$ cat config.mk
export PLATFORM = sky130hd
export DESIGN_NAME = spike_rate_decoder
export DESIGN_NICKNAME = d
export VERILOG_FILES = /design/src/rtl/snn_pkg.sv /design/src/rtl/sat_counter.sv /design/src/rtl/spike_rate_decoder.sv
export SDC_FILE = /design/constraint.sdc
export NUM_CORES = 1
export LEC_CHECK = 0
export BUFFER_PORTS_ARGS = -buffer_cell sky130_fd_sc_hd__buf_4
export CORE_MARGIN = 4
export CORE_UTILIZATION = 40
export CTS_CLUSTER_SIZE = 8
export DETAILED_ROUTE_END_ITERATION = 6
export HOLD_SLACK_MARGIN = 0.1
export PLACE_DENSITY = 0.56
export SETUP_SLACK_MARGIN = 0.05
export SLEW_MARGIN = 5
export SYNTH_ARGS = -nofsm -noshare
export SYNTH_HDL_FRONTEND = slang
export SYNTH_SLANG_ARGS = --single-unit
$ cat constraint.sdc
create_clock -name clk -period 2.8 [get_ports clk]
set_input_delay 0.28 -clock clk [delete_from_list [all_inputs] [get_ports clk]]
set_output_delay 0.28 -clock clk [all_outputs]
set_load 0.02 [all_outputs]
$ cat src/rtl/snn_pkg.sv
// Shared definitions for the spiking-network tile blocks.
//   state_t     : decoder FSM state encoding (S_IDLE, S_COUNT)
//   CNT_W_DEF   : default width of rate / ISI / window counters
//   ISI_INVALID : ISI value reported until two spikes have been seen
package snn_pkg;

    localparam int CNT_W_DEF   = 8;
    localparam int ISI_INVALID = 0;

    typedef enum logic {
        S_IDLE  = 1'b0,
        S_COUNT = 1'b1
    } state_t;

endpackage

$ cat src/rtl/sat_counter.sv
// Saturating up-counter with a sticky overflow flag.
// Ports:
//   clk, rst : clock, asynchronous active-high reset
//   clear    : synchronous clear of value and sat (wins over inc)
//   inc      : increment request
//   value    : current count, holds at all-ones
//   sat      : set when an increment is requested while value is all-ones
module sat_counter #(
    parameter int W = 8
) (
    input  logic         clk,
    input  logic         rst,
    input  logic         clear,
    input  logic         inc,
    output logic [W-1:0] value,
    output logic         sat
);

    always_ff @(posedge clk or posedge rst) begin
        if (rst) begin
            value <= '0;
            sat   <= 1'b0;
        end else if (clear) begin
            value <= '0;
            sat   <= 1'b0;
        end else if (inc) begin
            if (value == '1) begin
                sat <= 1'b1;
            end else begin
                value <= value + 1'b1;
            end
        end
    end

endmodule

$ cat src/rtl/spike_rate_decoder.sv
// Windowed spike-rate decoder. Counts spikes over a programmable window of
// N cycles, tracks the most recent inter-spike interval, and hands each
// window result to a one-deep output buffer.
// Ports:
//   clk, rst    : clock, asynchronous active-high reset
//   spike       : spike line, sampled every cycle while counting
//   enable      : high = decode back-to-back windows, low = abort and idle
//   window_len  : window length in cycles, sampled at each window start
//                 (0 selects 2^CNT_W)
//   rate        : spike count of the last buffered window (saturating)
//   isi         : last inter-spike interval captured with rate
//   rate_sat    : window count was clamped at 2^CNT_W-1
//   out_valid   : buffer holds an unread result
//   out_ready   : consumer accepts the buffered result
//   dropped     : sticky, a result was lost because the buffer was full
//
// Handshake: a transfer happens on any rising edge where out_valid and
// out_ready are both high. out_ready while out_valid is low does nothing.
// A window closing on a transfer edge refills the buffer, so out_valid
// stays high; closing while the buffer is full and not being read discards
// the new result and sets dropped.
module spike_rate_decoder
    import snn_pkg::*;
#(
    parameter int CNT_W = CNT_W_DEF
) (
    input  logic             clk,
    input  logic             rst,
    input  logic             spike,
    input  logic             enable,
    input  logic [CNT_W-1:0] window_len,
    output logic [CNT_W-1:0] rate,
    output logic [CNT_W-1:0] isi,
    output logic             rate_sat,
    output logic             out_valid,
    input  logic             out_ready,
    output logic             dropped
);

    state_t state_q, state_d;

    logic             sampling;
    logic             entering;
    logic             close;
    logic             transfer;

    logic [CNT_W-1:0] cyc_q;
    logic [CNT_W-1:0] win_q;

    logic [CNT_W-1:0] spk_cnt;
    logic             spk_sat;
    logic [CNT_W-1:0] gap_cnt;
    logic             gap_sat;

    logic             has_prev_q;
    logic [CNT_W-1:0] last_isi_q;

    logic [CNT_W-1:0] isi_cand;
    logic [CNT_W-1:0] isi_now;
    logic [CNT_W-1:0] rate_now;
    logic             sat_now;

    // ---------------- FSM ----------------
    always_ff @(posedge clk or posedge rst) begin
        if (rst) begin
            state_q <= S_IDLE;
        end else begin
            state_q <= state_d;
        end
    end

    always_comb begin
        state_d  = state_q;
        sampling = 1'b0;
        entering = 1'b0;
        case (state_q)
            S_IDLE: begin
                if (enable) begin
                    state_d  = S_COUNT;
                    entering = 1'b1;
                end
            end
            S_COUNT: begin
                if (!enable) begin
                    state_d = S_IDLE;
                end else begin
                    sampling = 1'b1;
                end
            end
            default: state_d = S_IDLE;
        endcase
    end

    // win_q == 0 gives win_q-1 == all ones, i.e. a 2^CNT_W-cycle window,
    // so the cycle counter never needs to wrap.
    assign close    = sampling && (cyc_q == (win_q - 1'b1));
    assign transfer = out_valid && out_ready;

    // ---------------- cycle counter / window register ----------------
    always_ff @(posedge clk or posedge rst) begin
        if (rst) begin
            cyc_q <= '0;
            win_q <= '0;
        end else if (entering) begin
            cyc_q <= '0;
            win_q <= window_len;
        end else if (sampling) begin
            if (close) begin
                cyc_q <= '0;
                win_q <= window_len;
            end else begin
                cyc_q <= cyc_q + 1'b1;
            end
        end
    end

    // ---------------- spike and gap counters ----------------
    // Spike counter restarts at every window close; its final value is
    // captured combinationally (rate_now) so the closing edge's spike counts.
    sat_counter #(.W(CNT_W)) u_spike_cnt (
        .clk   (clk),
        .rst   (rst),
        .clear (!sampling || close),
        .inc   (sampling && spike),
        .value (spk_cnt),
        .sat   (spk_sat)
    );

    // Gap counter runs across window boundaries and restarts on each spike.
    sat_counter #(.W(CNT_W)) u_gap_cnt (
        .clk   (clk),
        .rst   (rst),
        .clear (!sampling || spike),
        .inc   (sampling),
        .value (gap_cnt),
        .sat   (gap_sat)
    );

    assign isi_cand = (gap_sat || (gap_cnt == '1)) ? '1 : gap_cnt + 1'b1;
    assign isi_now  = (spike && has_prev_q) ? isi_cand : last_isi_q;
    assign rate_now = spike ? ((spk_cnt == '1) ? '1 : spk_cnt + 1'b1) : spk_cnt;
    assign sat_now  = spk_sat || (spike && (spk_cnt == '1));

    // ---------------- ISI tracker ----------------
    always_ff @(posedge clk or posedge rst) begin
        if (rst) begin
            has_prev_q <= 1'b0;
            last_isi_q <= CNT_W'(ISI_INVALID);
        end else if (!sampling) begin
            has_prev_q <= 1'b0;
            last_isi_q <= CNT_W'(ISI_INVALID);
        end else if (spike) begin
            if (has_prev_q) begin
                last_isi_q <= isi_cand;
            end
            has_prev_q <= 1'b1;
        end
    end

    // ---------------- output buffer ----------------
    always_ff @(posedge clk or posedge rst) begin
        if (rst) begin
            rate      <= '0;
            isi       <= '0;
            rate_sat  <= 1'b0;
            out_valid <= 1'b0;
            dropped   <= 1'b0;
        end else if (close) begin
            if (!out_valid || transfer) begin
                rate      <= rate_now;
                isi       <= isi_now;
                rate_sat  <= sat_now;
                out_valid <= 1'b1;
            end else begin
                dropped <= 1'b1;
            end
        end else if (transfer) begin
            out_valid <= 1'b0;
        end
    end

endmodule
# [Word-level counts from Yosys, hierarchy flattened]
# Cells that the tools add are included.
[classes] n_bitwise=1 n_reduce_logical=28 addsub=4 n_eq_ne=8 mux=33
[op_table] cell="8-bit 2-to-1 mux" n=19
[op_table] cell="8-bit by 1-bit adder with 8-bit output, second input constant" n=3
[op_table] cell="2-bit AND reduction" n=9
[op_table] cell="8-bit equality test, second input constant" n=2
[op_table] cell="1-bit 2-to-1 mux" n=14
[op_table] cell="2-bit nonzero test" n=7
[op_table] cell="8-bit equality test" n=1
[op_table] cell="2-bit by 1-bit != test with 1-bit output, second input constant" n=4
[op_table] cell="8-bit by 1-bit subtractor with 8-bit output, second input constant" n=1
[op_table] cell="1-bit logical AND" n=5
[op_table] cell="1-bit logical OR" n=5
[op_table] cell="1-bit logical NOT" n=2
[op_table] cell="2-bit != test, second input constant" n=1
[op_table] cell="1-bit NOT" n=1
[word_totals] wordCells=88 ff_bits=63 output_inout_bits=19

# [Longest topological paths before layout]
[depth] depth_word=6 mapped_depth=10 mapped_depth_nobuf=8

# [By module]
# A second synthesis with hierarchy kept.
[hier_totals] hier_cells=336 area_unflattened_um2=3509.6
[by_module_without_submodules] module="spike_rate_decoder" instances=1 area_each_um2=2411.1 cells_per_inst=234
[by_module_without_submodules] module="sat_counter" instances=2 area_each_um2=549.3 cells_per_inst=51

# [Least setup slack after synthesis]
# OpenSTA, ideal clock, no wires.
[synth_timing] path_type="register -> register" startpoint="register win_q[3]" endpoint="register win_q[0]" path_stages_with_launch=8 arrival_time_ns=2.377 required_time_ns=2.675 period_less_slack_ns=2.502 path_buffers=1 setup_time_ns=0.125 setup_slack_ns=0.298 cell_sequence="dfrtp_1 -> or3_4 -> or3_1 -> a211oi_2 -> o311ai_1 -> a21boi_2 -> buf_2 -> mux2_2"
[synth_between] elab_chain_cells=5
[synth_rtl] item="start: declaration" line="spike_rate_decoder.sv:48" text="logic [CNT_W-1:0] win_q;"
[synth_rtl] item="start signal: assignment" line="spike_rate_decoder.sv:106" text="win_q <= window_len;"
[synth_rtl] item="start signal: assignment" line="spike_rate_decoder.sv:110" text="win_q <= window_len;"
[synth_rtl] item="8-bit by 1-bit subtractor with 8-bit output" line="spike_rate_decoder.sv:96" text="assign close = sampling && (cyc_q == (win_q - 1'b1));"
[synth_rtl] item="8-bit equality test" line="spike_rate_decoder.sv:96"
[synth_rtl] item="1-bit logical AND" line="spike_rate_decoder.sv:96"
[synth_rtl] item="2-bit nonzero test (no line)"
[synth_rtl] item="2-bit AND reduction (no line)"
# Every way passes these cells.
# A chain may end at the register's enable or synchronous reset.

# [Final worst setup path]
[layout_timing] startpoint="register win_q[3]" endpoint="register isi[6]"
[layout_between] elab_chain_cells=4
[layout_rtl] item="8-bit by 1-bit subtractor with 8-bit output" line="spike_rate_decoder.sv:96"
[layout_rtl] item="8-bit equality test" line="spike_rate_decoder.sv:96"
[layout_rtl] item="1-bit logical AND" line="spike_rate_decoder.sv:96"
[layout_rtl] item="2-bit AND reduction (no line)"
[layout_rtl] item="end signal: assignment" line="spike_rate_decoder.sv:171" text="isi <= isi_now;"
[layout_rtl] item="end: declaration" line="spike_rate_decoder.sv:33" text="output logic [CNT_W-1:0] isi,"
# Every way passes these cells.

==> results.toml <==
[clock_tree]
postCtsHoldBufs = 0
cts.sinks = 63
clkTransAtPathRegs_ns = 0.07
clock_latency_ns = 0.33
ctsHtreeMaxLevel = 3
numCtsBuffers = 9
clockBufferDepth = 2
cts_tree = "done"
clock-root-buffer = "clkbuf_8"

[pwr]
irDropWorstVdd_uv = 272
p_per_area_mw_per_mm2 = 647
power.leakage_nw = 1.76
finalPower_mw = 2.27

[final_layout]
stdcell_area_mm2 = 0.00351
antenna_cells = 0
layout-drive-gt1-share = 0.235
fin_cells = 414
area_growth_pct = 19.4
final_nets = 328
final_util = 0.487
fillers = 713

[setup_path]
cp_top_family = "simple AND/OR/NAND/NOR gates"
path_class = "flip-flop to flip-flop"
worstPathRequired_ns = 3.01
cpPeakStageDelay_ns = 0.44
cpMostUsedCell = "or3_1"
path_buf_inv = 1
crit_slowest_cell = "or3_1"
crit_path_end_kind = "flip-flop"
crit_chain = "or3_4 -> or3_1 -> a211oi_2 -> o311ai_2 -> or3_1 -> buf_4 -> mux2i_1"
worst_ep_arrival_time_ns = 2.81
worstPathMaxFanout = 11
worstSetupStartpointType = "flip-flop"

[run]
maxCapViolations = 0

[route]
drtAntennaViolNets = 0
drc = 0
route.detailed.wl_per_inst_um = 13.5
routed-via-count = 2003
totalWireLength_um = 5600
viasPerCell = 4.84
dr.pass1.iters = 4
drt_iter0_markers = 62

[floorplanning]
row_count = 31
die_w_um = 93.8
initial_utilization = 0.408
die_h_um = 93.8
io_pins = 32
core_area_mm2 = 0.00721
design.die.area_mm2 = 0.00880

[logic_synthesis]
synth_top_cell_by_area = "dfrtp_1"
yosys.cell_types.count = 42
synth_top_area_share = 0.535
netlist_area_mm2 = 0.00294
synthTopCellsByArea = "dfrtp_1 54%, mux2i_1 6.5%, nor2_1 4.6%"
synth_edf_count = 0
syn_area_per_cell_um2 = 10.8
ys_ff_latch = 63
synth_most_common_cell = "dfrtp_1"
yosysSeqAreaShare = 0.535
synth_cells = 272
synthTopCellsByCount = "63 x dfrtp_1, 36 x nor2_1, 23 x inv_1"
synth_flop_cell = "dfrtp_1"
async_flop_share = 1.00
syn_nets = 289
yosysWarnings = 0

[placement]
port_buffers = 31
dp_cells = 399
hpwl_um = 3810
post_dp_cell_area_mm2 = 0.00330
place_congestion = 0.824

[global_routing]
grt_util_all_layers = 0.141
grt_max_degree = 64
antenna_found_initial = 0
grt_pass1_wl_um = 9600
overflow = 0
grt_pass1_vias = 1989

[sta]
tightest_slew_ns = 0.804
tns_ns = 0
hold_viol = 0
clock.fmax_mhz = 384
min_period_over_period = 0.930
finalSetupViolations = 0
slew_violations = 0
period_minus_slack_ns = 2.60
rsz0062_at_grt = "no"
skew_ns = 0.00775
max_slew_margin = 0.464

[run_status]
status = "finished clean"

[min_path]
hold_path_class = "input port to flip-flop"
## per-layer routing
| metal | track usage | part of all wire | up-vias |
|---|---|---|---|
| li1 | - | - | 994 |
| met1 | 0.187 | 0.49 | 968 |
| met2 | 0.214 | 0.45 | 30 |
| met3 | 0.0304 | 0.032 | 11 |
| met4 | 0.0758 | 0.022 | 0 |
| met5 | 0 | 0 | - |
## kinds of logic after synthesis
| group | share of synthesized area |
|---|---|
| buffers and inverters | 0.0493 |
| AOI/OAI and AO/OA | 0.0744 |
| and+or+nand+nor | 0.143 |
| DFF | 0.535 |
| xor gates and xnor gates | 0.0803 |
| muxes | 0.100 |
| adders and majority gates | 0.0170 |
## cells in the final DEF, fill, tap and decap left out, types with 2 or more instances in the layout
cell type	netlist	final
inv_1	23	22
a21oi_1	9	9
and2_1	2	2
nor2_1	36	36
mux2_2	8	8
nand3_1	8	8
ha_1	4	4
or2_2	2	2
and3_1	4	4
nand2_1	15	15
xor2_1	12	12
xnor2_1	15	15
dfrtp_1	63	63
mux2i_1	19	19
clkinv_2	0	3
buf_4	0	36
a21o_1	2	2
or3_1	4	4
clkbuf_8	0	11
and4_1	2	2
o21ai_0	5	5
nand4_1	6	6
o22ai_1	3	3
a31o_2	4	4
## cell type report
cell class,count,area (µm²),area share
Clock buffer,11,151,0.0431
Clock inverter,4,45.0,0.0128
Inverter,23,86.3,0.0246
Multi-Input combinational cell,177,1240,0.353
Sequential cell,63,1580,0.449
Tap cell,99,124,0.0352
Timing Repair Buffer,37,290,0.0826
## registers in the layout, indices dropped and copies added (netlist names)
signal             flops
cyc_q                  8
dropped                1
has_prev_q             1
isi                    8
last_isi_q             8
out_valid              1
rate                   8
rate_sat               1
state_q                1
u_gap_cnt.sat          1
u_gap_cnt.value        8
u_spike_cnt.sat        1
u_spike_cnt.value      8
win_q                  8
## worst paths after layout
kind,start,to,slack (ns),cells past startpoint
min,enable,state_q,0.13,1
min reg2reg,dropped,dropped,0.47,1
max reg2reg,win_q[3],isi[6],0.20,7
max in group asynchronous,rst,isi[3],2.09,3
min in group asynchronous,rst,u_spike_cnt.sat,0.17,3
max,win_q[3],isi[6],0.20,7
## metrics by stage
step / setup WS (ns) / hold WS (ns)
after floorplan: 0.298 / 0.311
after global placement: 0.212 / 0.454
after detailed placement: 0.108 / 0.450
after CTS: 0.102 / 0.110
after global routing: 0.0717 / 0.111
final: 0.197 / 0.127
## worst reg2reg max path: cells and delay by family (launching register included)
family	cells	cell delay [ns]
buffers and inverters	1	0.23
and+or+nand+nor	3	1.25
DFF	1	0.43
AOI/OAI and AO/OA	2	0.43
muxes	1	0.14
## what timing repair did
| action | 4_1_cts | 5_1_grt |
|---|---|---|
| hold endpoints to repair | 0 | 0 |
| buffers inserted | 0 | 0 |
| endpoints found under the setup margin | 0 | 24 |
| gates resized for setup | 0 | 3 |
## power by group
group          total, mW  internal (mW)  switching, mW  leakage [nW]
Clock              0.795          0.450          0.344         0.105
Sequential          1.06          0.997         0.0680         0.777
Combinational      0.416          0.198          0.218         0.876
No activity file was read; power rests on OpenSTA's default activity.
